===== config.mk =====
export PLATFORM = sky130hd
export DESIGN_NAME = arp_rx_parser
export DESIGN_NICKNAME = d
export VERILOG_FILES = /design/src/rtl/arp_rx_parser.sv
export SDC_FILE = /design/constraint.sdc
export NUM_CORES = 1
export LEC_CHECK = 0
export CORE_MARGIN = 4
export CORE_UTILIZATION = 52
export DETAILED_ROUTE_END_ITERATION = 10
export HOLD_SLACK_MARGIN = 0.1
export PLACE_DENSITY_LB_ADDON = 0.08
export SETUP_SLACK_MARGIN = 0.5
export SYNTH_ARGS = -nofsm -noshare
export SYNTH_HDL_FRONTEND = slang
export SYNTH_SLANG_ARGS = --single-unit

===== constraint.sdc =====
create_clock -name aclk -period 15.45 [get_ports aclk]
set_clock_uncertainty 0.1 [all_clocks]
set_input_delay 2.3175 -clock aclk [delete_from_list [all_inputs] [get_ports aclk]]
set_output_delay 2.3175 -clock aclk [all_outputs]
set_load 0.02 [all_outputs]

===== src/rtl/arp_rx_parser.sv =====
// ARP payload parser: field validation, local IP match, one-entry output slot,
// drop reporting with reason codes and saturating statistics.
module arp_rx_parser #(
  parameter int NUM_IP      = 2,
  parameter int CNT_W       = 16,
  parameter int ACCEPT_GRAT = 1,
  localparam int IDX_W      = (NUM_IP > 1) ? $clog2(NUM_IP) : 1
) (
  input  logic                 aclk,
  input  logic                 areset,
  input  logic [7:0]           data_in,
  input  logic                 data_valid,
  input  logic                 eth_type_arp_valid,
  input  logic [47:0]          local_mac,
  input  logic [32*NUM_IP-1:0] local_ip,
  input  logic [NUM_IP-1:0]    ip_en,
  output logic                 m_valid,
  input  logic                 m_ready,
  output logic                 m_oper,
  output logic [47:0]          m_sha,
  output logic [31:0]          m_spa,
  output logic [47:0]          m_tha,
  output logic [IDX_W-1:0]     m_ip_idx,
  output logic                 m_grat,
  output logic                 drop_pulse,
  output logic [2:0]           drop_reason,
  output logic [CNT_W-1:0]     cnt_ok,
  output logic [CNT_W-1:0]     cnt_drop
);

  typedef enum logic [1:0] {IDLE, PARSE, DISCARD} state_t;

  localparam logic [2:0] R_HDR = 3'd1, R_OPER = 3'd2, R_NOIP = 3'd3,
                         R_THA = 3'd4, R_TRUNC = 3'd5, R_OVF = 3'd6;

  state_t state_q, state_d;
  logic [4:0] idx_q, idx_d;
  logic [2:0] pend_q, pend_d;
  logic oper_q, oper_d;
  logic [47:0] sha_q, sha_d, tha_q, tha_d;
  logic [31:0] spa_q, spa_d;
  logic [23:0] tpa_q, tpa_d;

  logic m_valid_q, m_valid_d, m_oper_q, m_oper_d, m_grat_q, m_grat_d;
  logic [47:0] m_sha_q, m_sha_d, m_tha_q, m_tha_d;
  logic [31:0] m_spa_q, m_spa_d;
  logic [IDX_W-1:0] m_idx_q, m_idx_d;
  logic drop_q, drop_d;
  logic [2:0] reason_q, reason_d;
  logic [CNT_W-1:0] cnt_ok_q, cnt_ok_d, cnt_drop_q, cnt_drop_d;

  logic start, hit, grat, dest_ok, tha_ok, slot_free, load;
  logic [4:0] cur_idx;
  logic [2:0] chk, drop_code;
  logic [31:0] tpa_full;
  logic [IDX_W-1:0] hit_idx;

  function automatic logic [2:0] byte_check(input logic [4:0] idx, input logic [7:0] d);
    logic [2:0] r;
    r = 3'd0;
    case (idx)
      5'd0: if (d != 8'h00) r = R_HDR;
      5'd1: if (d != 8'h01) r = R_HDR;
      5'd2: if (d != 8'h08) r = R_HDR;
      5'd3: if (d != 8'h00) r = R_HDR;
      5'd4: if (d != 8'h06) r = R_HDR;
      5'd5: if (d != 8'h04) r = R_HDR;
      5'd6: if (d != 8'h00) r = R_OPER;
      5'd7: if (d != 8'h01 && d != 8'h02) r = R_OPER;
      default: r = 3'd0;
    endcase
    return r;
  endfunction

  always_comb begin
    start     = eth_type_arp_valid & data_valid;
    cur_idx   = start ? 5'd0 : idx_q;
    chk       = byte_check(cur_idx, data_in);
    tpa_full  = {tpa_q, data_in};
    hit       = 1'b0;
    hit_idx   = '0;
    // Descending scan so the lowest matching entry wins.
    for (int i = NUM_IP - 1; i >= 0; i--) begin
      if (ip_en[i] && (tpa_full == local_ip[32*i +: 32])) begin
        hit     = 1'b1;
        hit_idx = IDX_W'(i);
      end
    end
    grat      = (spa_q == tpa_full);
    dest_ok   = hit | ((ACCEPT_GRAT != 0) & grat);
    tha_ok    = !oper_q | (tha_q == local_mac) | grat;
    slot_free = !m_valid_q | m_ready;

    state_d   = state_q;
    idx_d     = idx_q;
    pend_d    = pend_q;
    oper_d    = oper_q;
    sha_d     = sha_q;
    spa_d     = spa_q;
    tha_d     = tha_q;
    tpa_d     = tpa_q;
    load      = 1'b0;
    drop_code = 3'd0;

    if (data_valid && (start || state_q == PARSE)) begin
      if (cur_idx == 5'd7) oper_d = data_in[1];
      if (cur_idx >= 5'd8  && cur_idx <= 5'd13) sha_d = {sha_q[39:0], data_in};
      if (cur_idx >= 5'd14 && cur_idx <= 5'd17) spa_d = {spa_q[23:0], data_in};
      if (cur_idx >= 5'd18 && cur_idx <= 5'd23) tha_d = {tha_q[39:0], data_in};
      if (cur_idx >= 5'd24 && cur_idx <= 5'd26) tpa_d = {tpa_q[15:0], data_in};
    end

    if (start) begin
      if (state_q == PARSE) drop_code = R_TRUNC;
      else if (state_q == DISCARD) drop_code = pend_q;
      idx_d   = 5'd1;
      pend_d  = chk;
      state_d = (chk != 3'd0) ? DISCARD : PARSE;
    end else begin
      case (state_q)
        PARSE: begin
          if (!data_valid) begin
            drop_code = R_TRUNC;
            state_d   = IDLE;
            idx_d     = 5'd0;
          end else if (chk != 3'd0) begin
            pend_d  = chk;
            state_d = DISCARD;
            idx_d   = idx_q + 5'd1;
          end else if (idx_q == 5'd27) begin
            state_d = DISCARD;
            pend_d  = 3'd0;
            if (!dest_ok)        drop_code = R_NOIP;
            else if (!tha_ok)    drop_code = R_THA;
            else if (!slot_free) drop_code = R_OVF;
            else                 load      = 1'b1;
          end else begin
            idx_d = idx_q + 5'd1;
          end
        end
        DISCARD: begin
          // A header error is held here until byte 27 or truncation.
          if (!data_valid) begin
            drop_code = pend_q;
            pend_d    = 3'd0;
            state_d   = IDLE;
            idx_d     = 5'd0;
          end else if (pend_q != 3'd0) begin
            if (idx_q == 5'd27) begin
              drop_code = pend_q;
              pend_d    = 3'd0;
            end else begin
              idx_d = idx_q + 5'd1;
            end
          end
        end
        default: ;
      endcase
    end

    m_valid_d = load | (m_valid_q & !m_ready);
    m_oper_d  = m_oper_q;
    m_sha_d   = m_sha_q;
    m_spa_d   = m_spa_q;
    m_tha_d   = m_tha_q;
    m_idx_d   = m_idx_q;
    m_grat_d  = m_grat_q;
    if (load) begin
      m_oper_d = oper_q;
      m_sha_d  = sha_q;
      m_spa_d  = spa_q;
      m_tha_d  = tha_q;
      m_idx_d  = hit ? hit_idx : '0;
      m_grat_d = grat;
    end

    drop_d     = (drop_code != 3'd0);
    reason_d   = drop_code;
    cnt_ok_d   = cnt_ok_q;
    cnt_drop_d = cnt_drop_q;
    if (load && cnt_ok_q != '1)     cnt_ok_d   = cnt_ok_q + CNT_W'(1);
    if (drop_d && cnt_drop_q != '1) cnt_drop_d = cnt_drop_q + CNT_W'(1);
  end

  always_ff @(posedge aclk or posedge areset) begin
    if (areset) begin
      state_q    <= IDLE;
      idx_q      <= '0;
      pend_q     <= '0;
      oper_q     <= 1'b0;
      sha_q      <= '0;
      spa_q      <= '0;
      tha_q      <= '0;
      tpa_q      <= '0;
      m_valid_q  <= 1'b0;
      m_oper_q   <= 1'b0;
      m_sha_q    <= '0;
      m_spa_q    <= '0;
      m_tha_q    <= '0;
      m_idx_q    <= '0;
      m_grat_q   <= 1'b0;
      drop_q     <= 1'b0;
      reason_q   <= '0;
      cnt_ok_q   <= '0;
      cnt_drop_q <= '0;
    end else begin
      state_q    <= state_d;
      idx_q      <= idx_d;
      pend_q     <= pend_d;
      oper_q     <= oper_d;
      sha_q      <= sha_d;
      spa_q      <= spa_d;
      tha_q      <= tha_d;
      tpa_q      <= tpa_d;
      m_valid_q  <= m_valid_d;
      m_oper_q   <= m_oper_d;
      m_sha_q    <= m_sha_d;
      m_spa_q    <= m_spa_d;
      m_tha_q    <= m_tha_d;
      m_idx_q    <= m_idx_d;
      m_grat_q   <= m_grat_d;
      drop_q     <= drop_d;
      reason_q   <= reason_d;
      cnt_ok_q   <= cnt_ok_d;
      cnt_drop_q <= cnt_drop_d;
    end
  end

  assign m_valid     = m_valid_q;
  assign m_oper      = m_oper_q;
  assign m_sha       = m_sha_q;
  assign m_spa       = m_spa_q;
  assign m_tha       = m_tha_q;
  assign m_ip_idx    = m_idx_q;
  assign m_grat      = m_grat_q;
  assign drop_pulse  = drop_q;
  assign drop_reason = reason_q;
  assign cnt_ok      = cnt_ok_q;
  assign cnt_drop    = cnt_drop_q;

endmodule


# After elaboration in Yosys (flattened, before gate mapping)
# Index checks and enable logic that the tools add are counted.
word_totals:
  in_bits: 127
  elab_cells: 146
  regBits: 331
  output_inout_bits: 168
op_classes:
  n_eq_ne: 25
  muxes: 55
  bitwise_logic: 7
  reduce_logical: 29
  n_lt_le_gt_ge: 8
  n_addsub: 3
ops:
  columns: ["cell", "count"]
  rows:
  - ["$eq 32x32->1", 3]
  - ["$mux 3", 18]
  - ["$eq 48x48->1", 1]
  - ["$mux 5", 7]
  - ["$add 16x1->16 const B", 2]
  - ["$ne 16x16->1 const B", 2]
  - ["$pmux 3 s7", 1]
  - ["$eq 5x3->1 const B", 4]
  - ["$mux 1", 17]
  - ["$mux 2", 8]
  - ["$ne 8x3->1 const B", 2]
  - ["$le 5x5->1 const B", 3]
  - ["$pmux 3 s2", 2]
  - ["$reduce_and 2->1", 6]
  - ["$reduce_bool 3->1", 4]
  - ["$eq 5x2->1 const B", 2]
  - ["$ge 5x4->1 const B", 2]
  - ["$ge 5x5->1 const B", 2]
  - ["$logic_and 1x1->1", 10]
  - ["$pmux 5 s2", 1]
  - ["$ne 8x1->1 const B", 1]
  - ["$ne 8x2->1 const B", 1]
  - ["$ne 8x4->1 const B", 1]
  - ["$reduce_bool 8->1", 1]
  - ["other kinds (17)", 26]

# Longest topological paths before layout
# Gate-level depths: netlist (run 1).
logic_depth:
  depth_word: 13
  ltp_mapped: 12
  ltp_nobuf: 10

# Worst setup path after synthesis (run 1)
# No wires, ideal clock.
synth_path:
  kind: "input to register"
  startpoint: "input data_in[7]"
  endpoint: "register cnt_ok_q[12], in the netlist cnt_ok[12]"
  required_time_ps: 15225
  slack_ps: 10970
  n_path_buf: 2
  arrival_ps: 4256
  setup_ps: 125
  cell_stages: 10
  cell_sequence: "buf_2 xor2_1 nor4_1 nand4_1 nor3_1 o21ba_2 o211ai_2 buf_2 nor3_1 mux2_2"
synth_between:
  elab_chain_cells: 12
  word_cells_on_any_way: 33
  cone_classes: "eq/ne: 8; mux: 17; bitwise: 2; reduce/logical: 6"
synth_rtl:
  columns: ["element", "line_no", "rtl"]
  rows:
  - ["from (decl)", "11", "input logic [7:0] data_in,"]
  - ["$eq 32x32->1", "84", "if (ip_en[i] && (tpa_full == local_ip[32*i +: 32])) begin"]
  - ["$logic_and 1x1->1", "84", null]
  - ["$mux 1 (2 in series)", "84", null]
  - ["$or 1x1->1", "90", "dest_ok = hit | ((ACCEPT_GRAT != 0) & grat);"]
  - ["$mux 1", "133", "if (!dest_ok) drop_code = R_NOIP;"]
  - ["$mux 1", "130", "end else if (idx_q == 5'd27) begin"]
  - ["$mux 1 *", "126", "end else if (chk != 3'd0) begin"]
  - ["$mux 1 *", "122", "if (!data_valid) begin"]
  - ["$mux 1 *", "120", "case (state_q)"]
  - ["$mux 1 *", "113", "if (start) begin"]
  - ["$logic_and 1x1->1 *", "181", "if (load && cnt_ok_q != '1) cnt_ok_d = cnt_ok_q + CNT_W'(1);"]
  - ["to (signal assigned)", "224", "cnt_ok_q <= cnt_ok_d;"]
  - ["to (decl)", "50", "logic [CNT_W-1:0] cnt_ok_q, cnt_ok_d, cnt_drop_q, cnt_drop_d;"]
# Every way passes the cells marked *; elsewhere a longest branch is shown, timed or not.
# A chain may end at the register's enable or synchronous reset.

# Worst setup path in the final report (run 1)
layout_path:
  startpoint: "input data_in[1]"
  endpoint: "register cnt_ok_q[7], in the netlist cnt_ok[7]"
# Same word-level chain as after synthesis.

==> results.sh, run 1 <==
export IMPL_drtAntennaViolNets=0
export IMPL_cts_buffer_depth=3
export IMPL_grt_pass1_wl_um=60850
export IMPL_fmax_mhz=177.5
export IMPL_fin_crit_ns=5.633
export IMPL_die_h_um=178.2
export IMPL_timing_final_crit_share_pct=36.46
export IMPL_htree_levels=2
export IMPL_synth_largest_area_cell="dfrtp_1"
export IMPL_antenna_found_initial=0
export IMPL_synth_cell_types=63
export IMPL_yosysMostFrequentCell="dfrtp_1"
export IMPL_cts_sinks=331
export IMPL_vias_per_cell=5.593
export IMPL_grt_use_total_pct=24.53
export IMPL_leakage_nw=9.240
export IMPL_yosys_area_top_type_share_pct=55.01
export IMPL_cellPowerDensity_nw_per_um2=102.6
export IMPL_syn_avg_cell_area_sq_um=13.27
export IMPL_postCtsHoldBufs=0
export IMPL_hold_viol_final=0
export IMPL_place_congestion=0.8743
export IMPL_vias=10250
export IMPL_ys_top_cells_by_count="dfrtp_1 (331), mux2_2 (289), xor2_1 (134), nor4_1 (50), nand2_1 (39)"
export IMPL_setup_worst_path_class="input port to flip-flop"
export IMPL_p_comb_share_pct=13.0
export IMPL_setup_viol=0
export IMPL_status="complete, no violations"
export IMPL_cp_slowest_stage_delay_ns=0.73
export IMPL_insertion_delay_ns=0.52
export IMPL_drt_iter0_drc=645
export IMPL_fin_nets=1555
export IMPL_drive_gt1_share_pct=25.50
export IMPL_start_util_pct=52.61
export IMPL_path_cells="clkdlybuf4s50_1 -> xor2_1 -> nor4_1 -> nand4_1 -> nor3_1 -> o21ba_2 -> o211ai_4 -> buf_4 -> buf_4 -> nor4b_1 -> xor2_1"
export IMPL_clk_pin_slew_ns=0.06
export IMPL_switching_share_pct=25.84
export IMPL_yosysSeqAreaShare_pct=55.01
export IMPL_clkPwrFrac_pct=40.7
export IMPL_firstDrtPassIters=5
export IMPL_ir_worst_vdd_uv=90.59
export IMPL_sequentialPowerShare_pct=46.3
export IMPL_cts_tree="yes"
export IMPL_hold_path_class="flip-flop to flip-flop"
export IMPL_power_switching_uw=515.7
export IMPL_synth_nets=1267
export IMPL_cts_resized=0
export IMPL_synth_area_top_cells="dfrtp_1 (55%), mux2_2 (22%), xor2_1 (7.8%)"
export IMPL_num_rows=62
export IMPL_grt_pass1_vias=10440
export IMPL_die_area_sq_um=31740
export IMPL_wl_um=38930
export IMPL_slew_viol_final=0
export IMPL_syn_area_sq_um=15060
export IMPL_crit_fanout=44
export IMPL_synth_ff_type="dfrtp_1"
export IMPL_p_total_mw=1.996
export IMPL_fp_dieW_um=178.2
export IMPL_critPathCaptureType="flip-flop"
export IMPL_slew_headroom_pct=21.06
export IMPL_coreArea_sq_um=28630
export IMPL_synth_top_family_by_area="multiplexers"
export IMPL_worst_slew_pin_slew_ns=1.174
export IMPL_cts_root_buf="clkbuf_16"
export IMPL_cp_arrival_ns=5.96
export IMPL_startpoint_type="input port"
export IMPL_area_growth_pct=29.20
export IMPL_grt_overflow=0
export IMPL_ys_async_sr_fraction_pct=100.0
export IMPL_critical_path_required_ns=15.78
export IMPL_synth_edf_count=0
export IMPL_detailed_place_hpwl_um=28030
export IMPL_synth_compound_area_share_pct=2.850
export IMPL_worst_path_max_delay_cell="clkdlybuf4s50_1"
export IMPL_syn_inst=1135
export IMPL_synth_area_mux_share_pct=21.61
export IMPL_pin_count=295
export IMPL_io_buffers=294
export IMPL_yosys_area_share_xor_xnor_pct=10.00
export IMPL_yosys_area_share_simple_pct=8.193
export IMPL_synth_fa_ha_area_share_pct=0.4155
export IMPL_grt_max_degree=108
export IMPL_maxCapViolCount=0
export IMPL_fin_util_pct=67.96
export IMPL_finalSetupTns_ns=0
export IMPL_p_int_mw=1.480
export IMPL_rsz0062_at_grt="false"
export IMPL_wl_per_cell_um=21.25
export IMPL_numCtsBuffers=36
export IMPL_yosysWarnings=0
export IMPL_cts_setup_buffers=0
export IMPL_fill_cells=2157
export IMPL_ys_ff_latch=331
export IMPL_drc_errors=0
worst max-delay path: cells and delay by family:
kind | cells | cell delay [ns]
AO/OA/AOI/OAI | 2 | 0.33
XOR/XNOR | 2 | 0.48
buffers and inverters | 3 | 1.42
AND/OR/NAND/NOR | 4 | 1.33
cell usage in the layout (no fill, tap or decap), types with 4 or more instances in the layout:
| master | count |
|---|---|
| clkbuf_1 | 9 |
| nand4_1 | 21 |
| dfrtp_1 | 331 |
| buf_4 | 10 |
| nand3_1 | 16 |
| and3_1 | 5 |
| clkinv_2 | 6 |
| a21oi_1 | 5 |
| xnor2_1 | 38 |
| clkbuf_16 | 37 |
| clkdlybuf4s50_1 | 294 |
| a31oi_1 | 4 |
| nand2b_1 | 6 |
| xor2_1 | 134 |
| nor2_1 | 24 |
| nor4_1 | 49 |
| mux2_2 | 289 |
| nand2_1 | 39 |
| ha_1 | 5 |
| clkbuf_8 | 7 |
| o21ai_0 | 15 |
| nor4b_1 | 8 |
| inv_1 | 10 |
| nor3_1 | 17 |
worst paths after layout:
check | start | endpoint | slack [ns] | cells after the start
max | data_in[1] | cnt_ok[7]$_DFFE_PP0P_ | 9.82 | 11
min | cnt_ok[6]$_DFFE_PP0P_ | cnt_ok[6]$_DFFE_PP0P_ | 0.39 | 1
max reg2reg | idx_q[0]$_DFFE_PP0P_ | cnt_drop[1]$_DFFE_PP0P_ | 11.75 | 9
min reg2reg | cnt_ok[6]$_DFFE_PP0P_ | cnt_ok[6]$_DFFE_PP0P_ | 0.39 | 1
max in group asynchronous | areset | sha_q[21]$_DFFE_PP0P_ | 11.50 | 3
min in group asynchronous | areset | m_tha[41]$_DFFE_PP0P_ | 2.21 | 2
metrics by stage:
stage / area, sq um / setup slack (ns) / hold WS [ns] / cells
detailed placement: 18340 / 9.425 / 0.3830 / 1769
global placement: 18340 / 9.501 / 0.3727 / 1769
global route: 19450 / 9.680 / 0.4055 / 1831
floorplan: 15060 / 3.864 / 0.3749 / 1135
CTS: 19450 / 9.936 / 0.3919 / 1831
finish: 19450 / 9.817 / 0.3876 / 1832
sequential cells by signal, summed over array words and instances (netlist names):
| signal | cells |
|---|---|
| cnt_drop | 16 |
| cnt_ok | 16 |
| drop_pulse | 1 |
| drop_reason | 3 |
| idx_q | 5 |
| m_grat | 1 |
| m_ip_idx | 1 |
| m_oper | 1 |
| m_sha | 48 |
| m_spa | 32 |
| m_tha | 48 |
| m_valid | 1 |
| oper_q | 1 |
| pend_q | 3 |
| sha_q | 48 |
| spa_q | 32 |
| state_q | 2 |
| tha_q | 48 |
| tpa_q | 24 |
logic make-up after synthesis:
group / Yosys count
flops: 331
xor+xnor: 172
buf+inv: 65
fa+ha+maj: 5
mux: 289
simple gates: 216
compound gates: 57
power groups by stage:
stage                     combinational, mW  sequential [mW]  clock, mW
after global routing                  0.284            0.927      0.868
final                                 0.260            0.923      0.812
after detailed placement              0.260            0.938          0
after global placement                0.256            0.937          0
after floorplan                       0.142            0.945          0
after CTS                             0.261            0.923      0.829
cell type report:
| type | instances | area, sq um | area share, % |
|---|---|---|---|
| Antenna cell | 1 | 2.502 | 0.01286 |
| Sequential cell | 331 | 8283 | 42.58 |
| Multi-Input combinational cell | 739 | 6510 | 33.46 |
| Inverter | 11 | 48.80 | 0.2508 |
| Clock buffer | 53 | 1056 | 5.428 |
| Clock inverter | 9 | 56.30 | 0.2894 |
| Tap cell | 384 | 480.5 | 2.470 |
| Timing Repair Buffer | 304 | 3018 | 15.51 |
metal layers:
metal | up-vias | share of wire (%) | global-route usage, %
li1 | 4635 | - | -
met1 | 5190 | 44 | 34.94
met2 | 345 | 47 | 38.85
met3 | 77 | 5.7 | 4.260
met4 | 0 | 3.1 | 7.579
met5 | - | 0 | 0
No activity file was read; power rests on OpenSTA's default activity.
==> run 2: changes to the inputs <==
==> constraint.sdc (replaced) <==
create_clock -name aclk -period 5.8 [get_ports aclk]
set_clock_uncertainty 0.1 [all_clocks]
set_input_delay 0.87 -clock aclk [delete_from_list [all_inputs] [get_ports aclk]]
set_output_delay 0.87 -clock aclk [all_outputs]
set_load 0.02 [all_outputs]
==> run 2 against run 1 <==
- first-iteration DRC count decreased by 4.0%
- combinational power increased to 2.7 times the previous value
- total power increased to 2.7 times the previous value
- sequential power increased to 2.7 times the previous value
- design area increased by 0.26%
- critical endpoint is now m_spa[6]$_DFFE_PP0P_
- via count decreased by 2.3%
- utilization increased by 0.17 points
- global-route usage decreased by 1.0 points
==> results.sh, run 2 (same netlist as run 1, synthesis figures left out) <==
export IMPL_crit_fanout=82
export IMPL_worst_path_max_delay_cell="clkdlybuf4s50_1"
export IMPL_fmax_mhz=253.1
export IMPL_grt_max_degree=155
export IMPL_ir_worst_vdd_uv=220.9
export IMPL_critPathCaptureType="flip-flop"
export IMPL_cts_sinks=331
export IMPL_path_cells="clkdlybuf4s50_1 -> xor2_1 -> nor4_1 -> nand4_1 -> nor3_1 -> o21ba_2 -> o211ai_4 -> buf_12 -> mux2_2"
export IMPL_cts_setup_buffers=0
export IMPL_fin_crit_ns=3.951
export IMPL_hold_ws_ns=0.3870
export IMPL_drive_gt1_share_pct=25.43
export IMPL_numCtsBuffers=35
export IMPL_insertion_delay_ns=0.51
export IMPL_cts_resized=0
export IMPL_maxCapViolCount=0
export IMPL_io_buffers=294
export IMPL_startpoint_type="input port"
export IMPL_coreArea_sq_um=28630
export IMPL_postCtsHoldBufs=0
export IMPL_slew_viol_final=0
export IMPL_die_area_sq_um=31740
export IMPL_hold_viol_final=0
export IMPL_htree_levels=2
export IMPL_path_delay_family="buffers and inverters"
export IMPL_drtAntennaViolNets=0
export IMPL_wl_um=37980
export IMPL_num_rows=62
export IMPL_clk_pin_slew_ns=0.06
export IMPL_setup_worst_path_class="input port to flip-flop"
export IMPL_drt_iter0_drc=619
export IMPL_detailed_place_hpwl_um=27430
export IMPL_layout_common_cells="dfrtp_1 (331), clkdlybuf4s50_1 (294), mux2_2 (289), xor2_1 (134), nor4_1 (49)"
export IMPL_cellPowerDensity_nw_per_um2=273.5
export IMPL_fp_dieW_um=178.2
export IMPL_vias=10010
export IMPL_setup_slack_ns=1.849
export IMPL_place_congestion=0.8427
export IMPL_cp_slowest_stage_delay_ns=0.97
export IMPL_wl_per_cell_um=20.74
export IMPL_antenna_found_initial=0
export IMPL_worst_slew_pin_slew_ns=1.265
export IMPL_start_util_pct=52.61
export IMPL_slew_headroom_pct=15.65
export IMPL_fin_nets=1554
export IMPL_grt_pass1_vias=10160
export IMPL_die_h_um=178.2
export IMPL_fin_util_pct=68.14
export IMPL_cts_tree="yes"
export IMPL_cp_num_buf_inv=2
export IMPL_rsz0062_at_grt="false"
export IMPL_status="complete, no violations"
export IMPL_finalSetupTns_ns=0
export IMPL_setup_viol=0
export IMPL_area_growth_pct=29.53
export IMPL_final_common_cell="dfrtp_1"
export IMPL_antenna_cells=0
export IMPL_grt_use_total_pct=23.49
export IMPL_vias_per_cell=5.465
export IMPL_cp_arrival_ns=4.23
export IMPL_grt_overflow=0
export IMPL_critical_path_required_ns=6.08
export IMPL_grt_pass1_wl_um=58390
export IMPL_firstDrtPassIters=5
export IMPL_reg2reg_slack_ns=2.10
export IMPL_timing_final_crit_share_pct=68.13
export IMPL_cts_buffer_depth=3
export IMPL_drc_errors=0
export IMPL_dp_slack_ns=1.380
export IMPL_cts_root_buf="clkbuf_16"
export IMPL_pin_count=295
export IMPL_hold_path_class="flip-flop to flip-flop"
export IMPL_leakage_nw=9.256
==> run 2: changes by cell type in the layout (fill, tap and decap cells not counted), moves of 2 or more <==
cell / change
buf_12: +3
buf_4: -3
bufinv_16: +2
clkbuf_16: -2
clkbuf_8: +2
inv_6: -2
==> run 2: report_power, final <==
group	leakage, nW	internal [mW]	switching [mW]	total [mW]
Combinational	4.13	0.311	0.380	0.691
Sequential	4.57	2.37	0.0868	2.46
Clock	0.560	1.32	0.866	2.19
Total	9.26	4.00	1.33	5.33
==> run 2: worst paths after layout <==
| kind | depth (start not counted) | startpoint | end |
|---|---|---|---|
| min in group asynchronous | 2 | areset | m_spa[13]$_DFFE_PP0P_ |
| worst max register to register | 9 | idx_q[0]$_DFFE_PP0P_ | cnt_drop[1]$_DFFE_PP0P_ |
| max in group asynchronous | 3 | areset | m_tha[40]$_DFFE_PP0P_ |
| worst max-delay path | 9 | data_in[0] | m_spa[6]$_DFFE_PP0P_ |
| worst min-delay path | 1 | cnt_ok[8]$_DFFE_PP0P_ | cnt_ok[8]$_DFFE_PP0P_ |
| worst min register to register | 1 | cnt_ok[8]$_DFFE_PP0P_ | cnt_ok[8]$_DFFE_PP0P_ |
==> run 2: through the flow <==
| stage | cells | total power [mW] | cell area, sq um |
|---|---|---|---|
| after global routing | 1831 | 5.565 | 19510 |
| after detailed placement | 1769 | 3.190 | 18370 |
| after global placement | 1769 | 3.182 | 18370 |
| final | 1831 | 5.335 | 19510 |
| after floorplan | 1135 | 2.895 | 15060 |
| after CTS | 1831 | 5.393 | 19510 |
==> run 2: area by class of cell <==
class	count	area, sq um
fill	2079	9120
sequential	331	8283
multi-input combinational	739	6510
timing repair buffer	304	3055
clock buffer	54	1037
tap	384	480.5
clock inverter	8	93.84
inverter	11	45.04
==> run 2: per-layer routing <==
layer  track usage, %  routed length, um
met5                0                  0
met4            5.596                767
met3            4.070               2138
met2            37.60              17890
met1            33.78              17190
==> run 3: changes to the inputs <==
==> constraint.sdc (replaced) <==
create_clock -name aclk -period 3.7 [get_ports aclk]
set_clock_uncertainty 0.1 [all_clocks]
set_input_delay 0.555 -clock aclk [delete_from_list [all_inputs] [get_ports aclk]]
set_output_delay 0.555 -clock aclk [all_outputs]
set_load 0.02 [all_outputs]
==> run 3 against run 2 <==
- worst hold slack lost 0.0029 ns
- utilization grew 1.3 points
- critical path depth grew 1
- clock power grew 62%
- non-clock buffer count grew 29
==> results.sh, run 3 (same netlist as run 1, synthesis figures left out) <==
export IMPL_status="complete, no violations"
export IMPL_crit_fanout=5
export IMPL_cts_tree="yes"
export IMPL_leakage_nw=9.438
export IMPL_cellPowerDensity_nw_per_um2=430.6
export IMPL_met2_usage_pct=39.65
export IMPL_final_common_cell="dfrtp_1"
export IMPL_slew_viol_final=0
export IMPL_grt_busiest_layer="met2"
export IMPL_dp_cells=1796
export IMPL_p_total_mw=8.554
export IMPL_fin_crit_ns=3.035
export IMPL_final_cells=1864
export IMPL_maxCapViolCount=0
export IMPL_vias=10280
export IMPL_place_congestion=0.9307
export IMPL_htree_levels=2
export IMPL_grt_pass1_vias=10510
export IMPL_grt_overflow=0
export IMPL_hold_ws_ns=0.3841
export IMPL_dp_slack_ns=-0.01262
export IMPL_die_area_sq_um=31740
export IMPL_area_growth_pct=31.93
export IMPL_die_h_um=178.2
export IMPL_antenna_found_initial=1
export IMPL_critical_path_required_ns=4.03
export IMPL_hold_path_class="flip-flop to flip-flop"
export IMPL_slew_headroom_pct=46.53
export IMPL_layout_common_cells="dfrtp_1 (329), clkdlybuf4s50_1 (291), mux2_2 (289), xor2_1 (134), nor4_1 (48)"
export IMPL_drt_iter0_drc=532
export IMPL_fin_nets=1583
export IMPL_cp_arrival_ns=3.36
export IMPL_firstDrtPassIters=5
export IMPL_numCtsBuffers=35
export IMPL_setup_worst_path_class="input port to flip-flop"
export IMPL_io_buffers=294
export IMPL_hold_viol_final=0
export IMPL_fp_dieW_um=178.2
export IMPL_ir_worst_vdd_uv=414.3
export IMPL_grt_use_total_pct=24.37
export IMPL_grt_util_met1_pct=34.08
export IMPL_fmax_mhz=329.5
export IMPL_worst_slew_pin_slew_ns=0.7960
export IMPL_wl_um=39000
export IMPL_num_rows=62
export IMPL_startpoint_type="input port"
export IMPL_wl_per_cell_um=20.92
export IMPL_setup_viol=0
export IMPL_clk_pin_slew_ns=0.06
export IMPL_insertion_delay_ns=0.52
export IMPL_cts_sinks=331
export IMPL_fin_util_pct=69.40
export IMPL_start_util_pct=52.61
export IMPL_cts_root_buf="clkbuf_16"
export IMPL_rsz0062_at_grt="false"
export IMPL_fill_cells=2105
export IMPL_detailed_place_hpwl_um=28470
export IMPL_timing_final_crit_share_pct=82.02
export IMPL_gr_usage_met3_pct=4.896
export IMPL_cts_buffer_depth=3
export IMPL_setup_slack_ns=0.6654
export IMPL_critPathCaptureType="flip-flop"
export IMPL_grt_max_degree=82
export IMPL_drtAntennaViolNets=0
export IMPL_grt_pass1_wl_um=60290
export IMPL_coreArea_sq_um=28630
export IMPL_drc_errors=0
export IMPL_drive_gt1_share_pct=27.81
export IMPL_pin_count=295
export IMPL_vias_per_cell=5.517
run 3: cell types whose count changed in the layout (fill, tap and decap cells not counted), moves of 3 or more:
cell,previous run,this run
buf_4,7,33
clkbuf_8,9,5
buf_12,3,6
clkdlybuf4s50_1,294,291
nor3_1,17,14
nor3_2,0,3
run 3: final timing paths:
check	start	endpoint	slack [ns]	cells after the start
worst max-delay path	data_valid	pend_q[2]$_DFFE_PP0P_	0.67	10
worst min-delay path	cnt_ok[8]$_DFFE_PP0P_	cnt_ok[8]$_DFFE_PP0P_	0.38	1
worst max register to register	state_q[1]$_DFFE_PP0P_	cnt_drop[11]$_DFFE_PP0P_	0.73	10
worst min register to register	cnt_ok[8]$_DFFE_PP0P_	cnt_ok[8]$_DFFE_PP0P_	0.38	1
max in group asynchronous	areset	idx_q[4]$_DFFE_PP0P_	2.26	3
min in group asynchronous	areset	m_spa[11]$_DFFE_PP0P_	0.39	2
run 3: layer usage:
layer  vias to the layer above  wire length (um)
met3                        55              2307
met4                         0               801
met1                      5196             17230
li1                       4705                 -
met5                         -                 0
met2                       327             18660
run 3: stage by stage:
step,setup TNS (ns),cell area [sq um]
floorplan,-455.34,15060
global placement,0,18610
detailed placement,-0.01572,18610
CTS,0,19790
global route,0,19860
finish,0,19870
run 3: timing repair:
item                                   in CTS  in global routing
pin swaps                                   0                  1
gates resized for setup                     1                 13
endpoints found under the hold margin       0                  0
setup endpoints to repair                   2                104
buffers inserted                            0                  2
hold buffers                                0                  0
run 3: power by group:
group / total [mW] / switching [mW] / internal (mW)
Combinational: 1.20 / 0.661 / 0.535
Sequential: 3.81 / 0.0972 / 3.72
Clock: 3.54 / 1.43 / 2.11
Total: 8.55 / 2.19 / 6.37
run 3: layout make-up:
class,count,area (sq um),share of cell area [%]
Timing Repair Buffer,333,3314,16.68
Clock buffer,49,999.7,5.032
Sequential cell,331,8285,41.71
Inverter,11,45.04,0.2267
Tap cell,384,480.5,2.418
Multi-Input combinational cell,739,6563,33.03
Antenna cell,2,5.005,0.02519
Clock inverter,15,173.9,0.8754
run 3: worst max-delay path: stages:
cell and delay, ns:
clkdlybuf4s50_1 0.46, buf_4 0.18, a211oi_4 0.37, nand3_1 0.15
or3b_1 0.36, a2111o_1 0.43, a311oi_4 0.39, mux2_2 0.23
nand3_1 0.07, a21boi_1 0.16
==> patch 1 (settings of run 1) <==
Change the parameter `NUM_IP` from 2 to 4.
--- a/src/rtl/arp_rx_parser.sv
+++ b/src/rtl/arp_rx_parser.sv
@@ -2,5 +2,5 @@
 // drop reporting with reason codes and saturating statistics.
 module arp_rx_parser #(
-  parameter int NUM_IP      = 2,
+  parameter int NUM_IP      = 4,
   parameter int CNT_W       = 16,
   parameter int ACCEPT_GRAT = 1,
Interface: changed (resized ip_en, local_ip and m_ip_idx); port bits go from 295 to 362. No check against the original RTL was run, so the function may have changed too.
==> patch 1 against run 1 <==
  * Sequential cell count is 1 higher
  * Routed wire length is 16% higher
  * Largest cell class unchanged
  * Non-clock buffer count is 69 higher
  * Critical path type unchanged
  * Worst setup slack worse by 0.80 ns
  * Synthesized area is 5.1% higher
  * Total power is 1.7% higher
  * Cell area is 7.1% higher
  * Critical path depth stayed put
==> patch 1: results (changes against run 1) <==
| Metric | Value |
|---|---|
| Status | finished clean |
| Hold Path Class | reg2reg |
| Slew margin rel. | 26.06% (+5.0 points) |
| Top cells by area, synth | dfrtp_1 52%, mux2_2 20%, xor2_1 9.2%, xnor2_1 3.7%, nor4_1 2.0% |
| DR WL met3 | 2.898 mm (+31%) |
| Synth Net Count | 1441 (+14%) |
| Synth warnings | 0 (unchanged) |
| Worst-path fanout max | 60 (+36%) |
| Number of global-route vias before repair | 11730 (+12%) |
| Initial antenna violation count | 1 (+1) |
| Final WL | 45.02 mm (+16%) |
| Hold Vio Cnt, Final | 0 (unchanged) |
| TritonCTS Buffers | 36 (unchanged) |
| Clk_lat worst skew | 0.52 ns (about the same) |
| Ys flop type | dfrtp_1 |
| Detailed Route Iter0 Violations | 589 (-8.7%) |
| Uppermost layer routed | met4 |
| 1st-pass router iterations | 5 (unchanged) |
| CTS Buffer Depth | 3 (unchanged) |
| Fill count | 2193 (+1.7%) |
| R2R Path Start | tpa_q[6] |
| # resized after CTS | 0 (unchanged) |
| Share of cells above drive strength 1 | 23.06% (-2.4 points) |
| Pin count of the biggest net entering global routing | 105 (-2.8%) |
| M1 GR Usage | 36.23% (+1.3 points) |
| Final hold slack | 0.3849 ns (-0.002658 ns) |
| Post-Syn Area | 15830 um^2 (+5.1%) |
| Hold Path Origin | cnt_ok[5] |
| Wl on met1 | 18.99 mm (+11%) |
| All-Layer GR Usage | 27.01% (+2.5 points) |
| Input/output buffers | 361 (+23%) |
| Async S/R FF share, synth | 100.0% (unchanged) |
| DR WL met2 | 21.80 mm (+19%) |
| First-pass GRT wire length | 69.87 mm (+15%) |
| Leakage | 9.959 nW (+7.8%) |
| VDD IR max | 80.62 uV (-11%) |
| Vias/cell | 5.497 (-1.7%) |
| R2r setup slk | 11.06 ns (-0.69 ns) |
| GRT met2 Usage | 44.04% (+5.2 points) |
| Post-synth cell types | 48 (-24%) |
| Dpl hpwl | 32.61 mm (+16%) |
| Setup Buffers After CTS | 0 (unchanged) |
| Count of nets after finishing | 1771 (+14%) |
| Reg clk slew, reported paths | 0.06 ns (about the same) |
| Root Buffer | clkbuf_16 |
| Sequential fraction of the synthesis area | 52.48% (-2.5 points) |
| GR Util met3 | 6.219% (+2.0 points) |
| GP Congestion | 0.9091 (+4.0%) |
| H-Tree Level Count | 2 (unchanged) |
| Critical path launch point | data_in[3] |
| Commonest cells in the synthesized netlist | 332 x dfrtp_1, 288 x mux2_2, 166 x xor2_1 |
[patch 1: cell families (layout without fill, tap and decap cells)]
logic type	after synthesis	after routing	share of synthesized area, %
DFF	332	332	52.48
muxes	291	291	20.69
xor gates and xnor gates	232	232	12.84
and+or+nand+nor	227	227	7.983
buffers and inverters	95	452	3.169
AOI/OAI and AO/OA	61	61	2.442
adders and majority gates	5	5	0.3952
other	0	1	0
[patch 1: report_power, final]
part / leakage, nW / total [mW] / internal [mW] / switching (mW)
Combinational: 4.75 / 0.232 / 0.110 / 0.122
Sequential: 4.61 / 0.907 / 0.885 / 0.0215
Clock: 0.603 / 0.891 / 0.541 / 0.351
[patch 1: worst max-delay path, stage by stage]
cell             delay (ns)
clkdlybuf4s50_1        0.86
xor2_1                 0.35
nor4_1                 0.40
nand4_1                0.14
or3_1                  0.44
nand2_1                0.12
nor3_2                 0.08
or4_4                  0.79
buf_4                  0.47
nor4_1                 0.37
mux2_2                 0.37
[patch 1: per-stage QoR]
stage	cell area, um^2	setup slack, ns	instances
2_1_floorplan	15830	3.836	1243
3_3_place_gp	19600	8.552	1925
3_5_place_dp	19600	8.503	1925
4_1_cts	20830	9.031	1990
5_1_grt	20830	8.778	1991
6_report	20830	9.016	1991
[patch 1: final timing paths]
kind,cells past startpoint,to
max in group asynchronous,4,m_sha[3]
min in group asynchronous,2,cnt_ok[6]
max,11,cnt_ok[15]
max reg2reg,10,cnt_ok[15]
min reg2reg,1,cnt_ok[5]
min,1,cnt_ok[5]
[patch 1: final cells by class]
type | count | share of cell area [%]
Timing Repair Buffer | 373 | 17.78
Antenna cell | 1 | 0.01201
Clock buffer | 49 | 4.800
Tap cell | 390 | 2.343
Multi-Input combinational cell | 816 | 33.80
Sequential cell | 332 | 39.89
Clock inverter | 16 | 1.087
Inverter | 14 | 0.2883
==> patch 2 (flow settings as in run 1) <==
Made on the original files. The 3 states of `state_t` get a one-hot encoding in 3 bits.
--- a/src/rtl/arp_rx_parser.sv
+++ b/src/rtl/arp_rx_parser.sv
@@ -29,5 +29,5 @@
 );
 
-  typedef enum logic [1:0] {IDLE, PARSE, DISCARD} state_t;
+  typedef enum logic [2:0] {IDLE = 3'b001, PARSE = 3'b010, DISCARD = 3'b100} state_t;
 
   localparam logic [2:0] R_HDR = 3'd1, R_OPER = 3'd2, R_NOIP = 3'd3,
Check against the original RTL: same outputs for any inputs over 4 cycles, from zero or initial values and one cycle with areset high; so few cycles prove little.
==> patch 2 against run 1 <==
  * Clock power grew 3.6%
  * Total power shrank 2.3%
  * Cell area grew 0.74%
  * Critical path type unchanged
  * Worst setup slack lost 0.10 ns
  * Synthesized area grew 0.99%
  * Sequential power shrank 1%
  * Non-clock buffer count grew 1
  * Routed wire length is essentially flat
  * Count of clock-buffer cells in the layout is the same
  * Sequential cell count grew 1
  * Utilization grew 0.13 points
  * First-iteration DRC count shrank 3.9%
  * Combinational power shrank 24%
==> patch 2: results (changes against run 1) <==
| Metric | Value |
|---|---|
| Top cells by area, synth | dfrtp_1 54%, mux2_2 16%, xor2_1 7.7%, mux2_4 6.6%, xnor2_1 2.0% |
| Hold Vio Cnt, Final | 0 (unchanged) |
| Dpl hpwl | 28.02 mm (about the same) |
| Post-DP Area | 18460 um^2 (+0.65%) |
| Pin count of the biggest net entering global routing | 131 (+21%) |
| Detailed Route Iter0 Violations | 620 (-3.9%) |
| Slew margin rel. | 32.60% (+12 points) |
| Post-synth cell types | 62 (-1.6%) |
| Sequential fraction of the synthesis area | 54.64% (-0.37 points) |
| Synth Net Count | 1252 (-1.2%) |
| Worst Hold End | cnt_ok[10] |
| Vias | 10010 (-2.3%) |
| Status | finished clean |
| CTS Buffer Depth | 3 (unchanged) |
| Hold Path Origin | cnt_ok[10] |
| R2R Path Start | tpa_q[12] |
| First-pass GRT wire length | 59.82 mm (-1.7%) |
| Leakage | 9.702 nW (+5.0%) |
| VDD IR max | 78.95 uV (-13%) |
| All-Layer GR Usage | 24.02% (-0.50 points) |
| R2r setup slk | 11.72 ns (-0.03 ns) |
| Commonest cells in the synthesized netlist | 331 x dfrtp_1, 219 x mux2_2, 133 x xor2_1 |
| Antenna Cells | 0 (-1) |
| Worst Path Arrival | 6.02 ns (+0.06 ns) |
| Pre-CTS setup slack | 9.278 ns (-0.1470 ns) |
| Count of nets after finishing | 1546 (-0.58%) |
| FF-to-FF End | m_spa[17] |
| Worst-path fanout max | 40 (-9.1%) |
| TritonCTS Buffers | 36 (unchanged) |
| Synth warnings | 0 (unchanged) |
| Wire length per cell | 21.39 um (+0.65%) |
| Hold path cells | 1 (unchanged) |
| Worst setup margin | 9.717 ns (-0.09997 ns) |
| Share of cells above drive strength 1 | 25.12% (-0.38 points) |
| GP Congestion | 0.8619 (-1.4%) |
==> patch 2: changes by cell type after synthesis, moves of 7 or more <==
cell	delta
nor3_1	+7
buf_2	-10
buf_6	+7
mux2_4	+67
a21oi_1	+7
o21ai_0	+10
nand2_1	-9
mux2_2	-70
nor4b_1	-9
and3_1	+13
nor4_1	-18
==> patch 2: report_power, final <==
| group | total [mW] | switching [mW] | internal [mW] |
|---|---|---|---|
| combinational | 0.198 | 0.107 | 0.0904 |
| sequential | 0.911 | 0.0235 | 0.887 |
| clock | 0.841 | 0.332 | 0.508 |
| total | 1.95 | 0.463 | 1.49 |
==> patch 2: final cells by class <==
class                      count  area, um^2
tap                          384       480.5
clock inverter                 6       112.6
fill                        2143        9181
sequential                   332        8309
clock buffer                  53        1026
timing repair buffer         305        3025
inverter                      13       56.30
multi-input combinational    728        6589
==> patch 2: logic make-up after synthesis <==
group                    count (synthesis)  share of synthesized area [%]
adder cells (fa/ha/maj)                  3                         0.2469
multiplexers                           288                          22.96
AO/OA/AOI/OAI                           76                          3.447
AND/OR/NAND/NOR                        194                          6.994
XOR/XNOR                               167                          9.618
buffers and inverters                   62                          2.090
flip-flops                             332                          54.64
==> patch 2: metrics by stage <==
step | util [%] | instances | hold slack [ns] | total power [mW]
2_1_floorplan | - | 1122 | 0.3628 | 1.036
3_3_place_gp | 64.14 | 1762 | 0.3638 | 1.120
3_5_place_dp | 64.14 | 1762 | 0.3896 | 1.125
4_1_cts | 68.10 | 1821 | 0.4011 | 1.969
5_1_grt | 68.10 | 1821 | 0.4091 | 2.026
6_report | 68.10 | 1821 | 0.3975 | 1.949
==> patch 2: how the worst max path moves through the flow <==
stage / cells past startpoint / endpoint / from
global placement: 10 / m_spa[11] / data_in[1]
global route: 10 / m_spa[15] / data_in[1]
floorplan: 1 / cnt_drop[0] / areset
finish: 10 / m_spa[17] / data_in[1]
CTS: 10 / m_spa[24] / data_in[1]
detailed placement: 10 / m_spa[24] / data_in[1]
==> patch 2: worst max-delay path, stage by stage <==
cell             delay (ns)
clkdlybuf4s50_1        0.71
xor2_1                 0.29
nor4_1                 0.48
nand3_1                0.19
nor3_1                 0.48
o21a_2                 0.28
o211ai_4               0.09
buf_4                  0.31
buf_4                  0.41
mux2_4                 0.39
==> patch 2: routing by layer <==
| layer | track usage [%] | part of all wire, % |
|---|---|---|
| met3 | 5.441 | 6.9 |
| met4 | 5.117 | 1.6 |
| met2 | 39.13 | 48 |
| met1 | 33.31 | 43 |
| met5 | 0 | 0 |
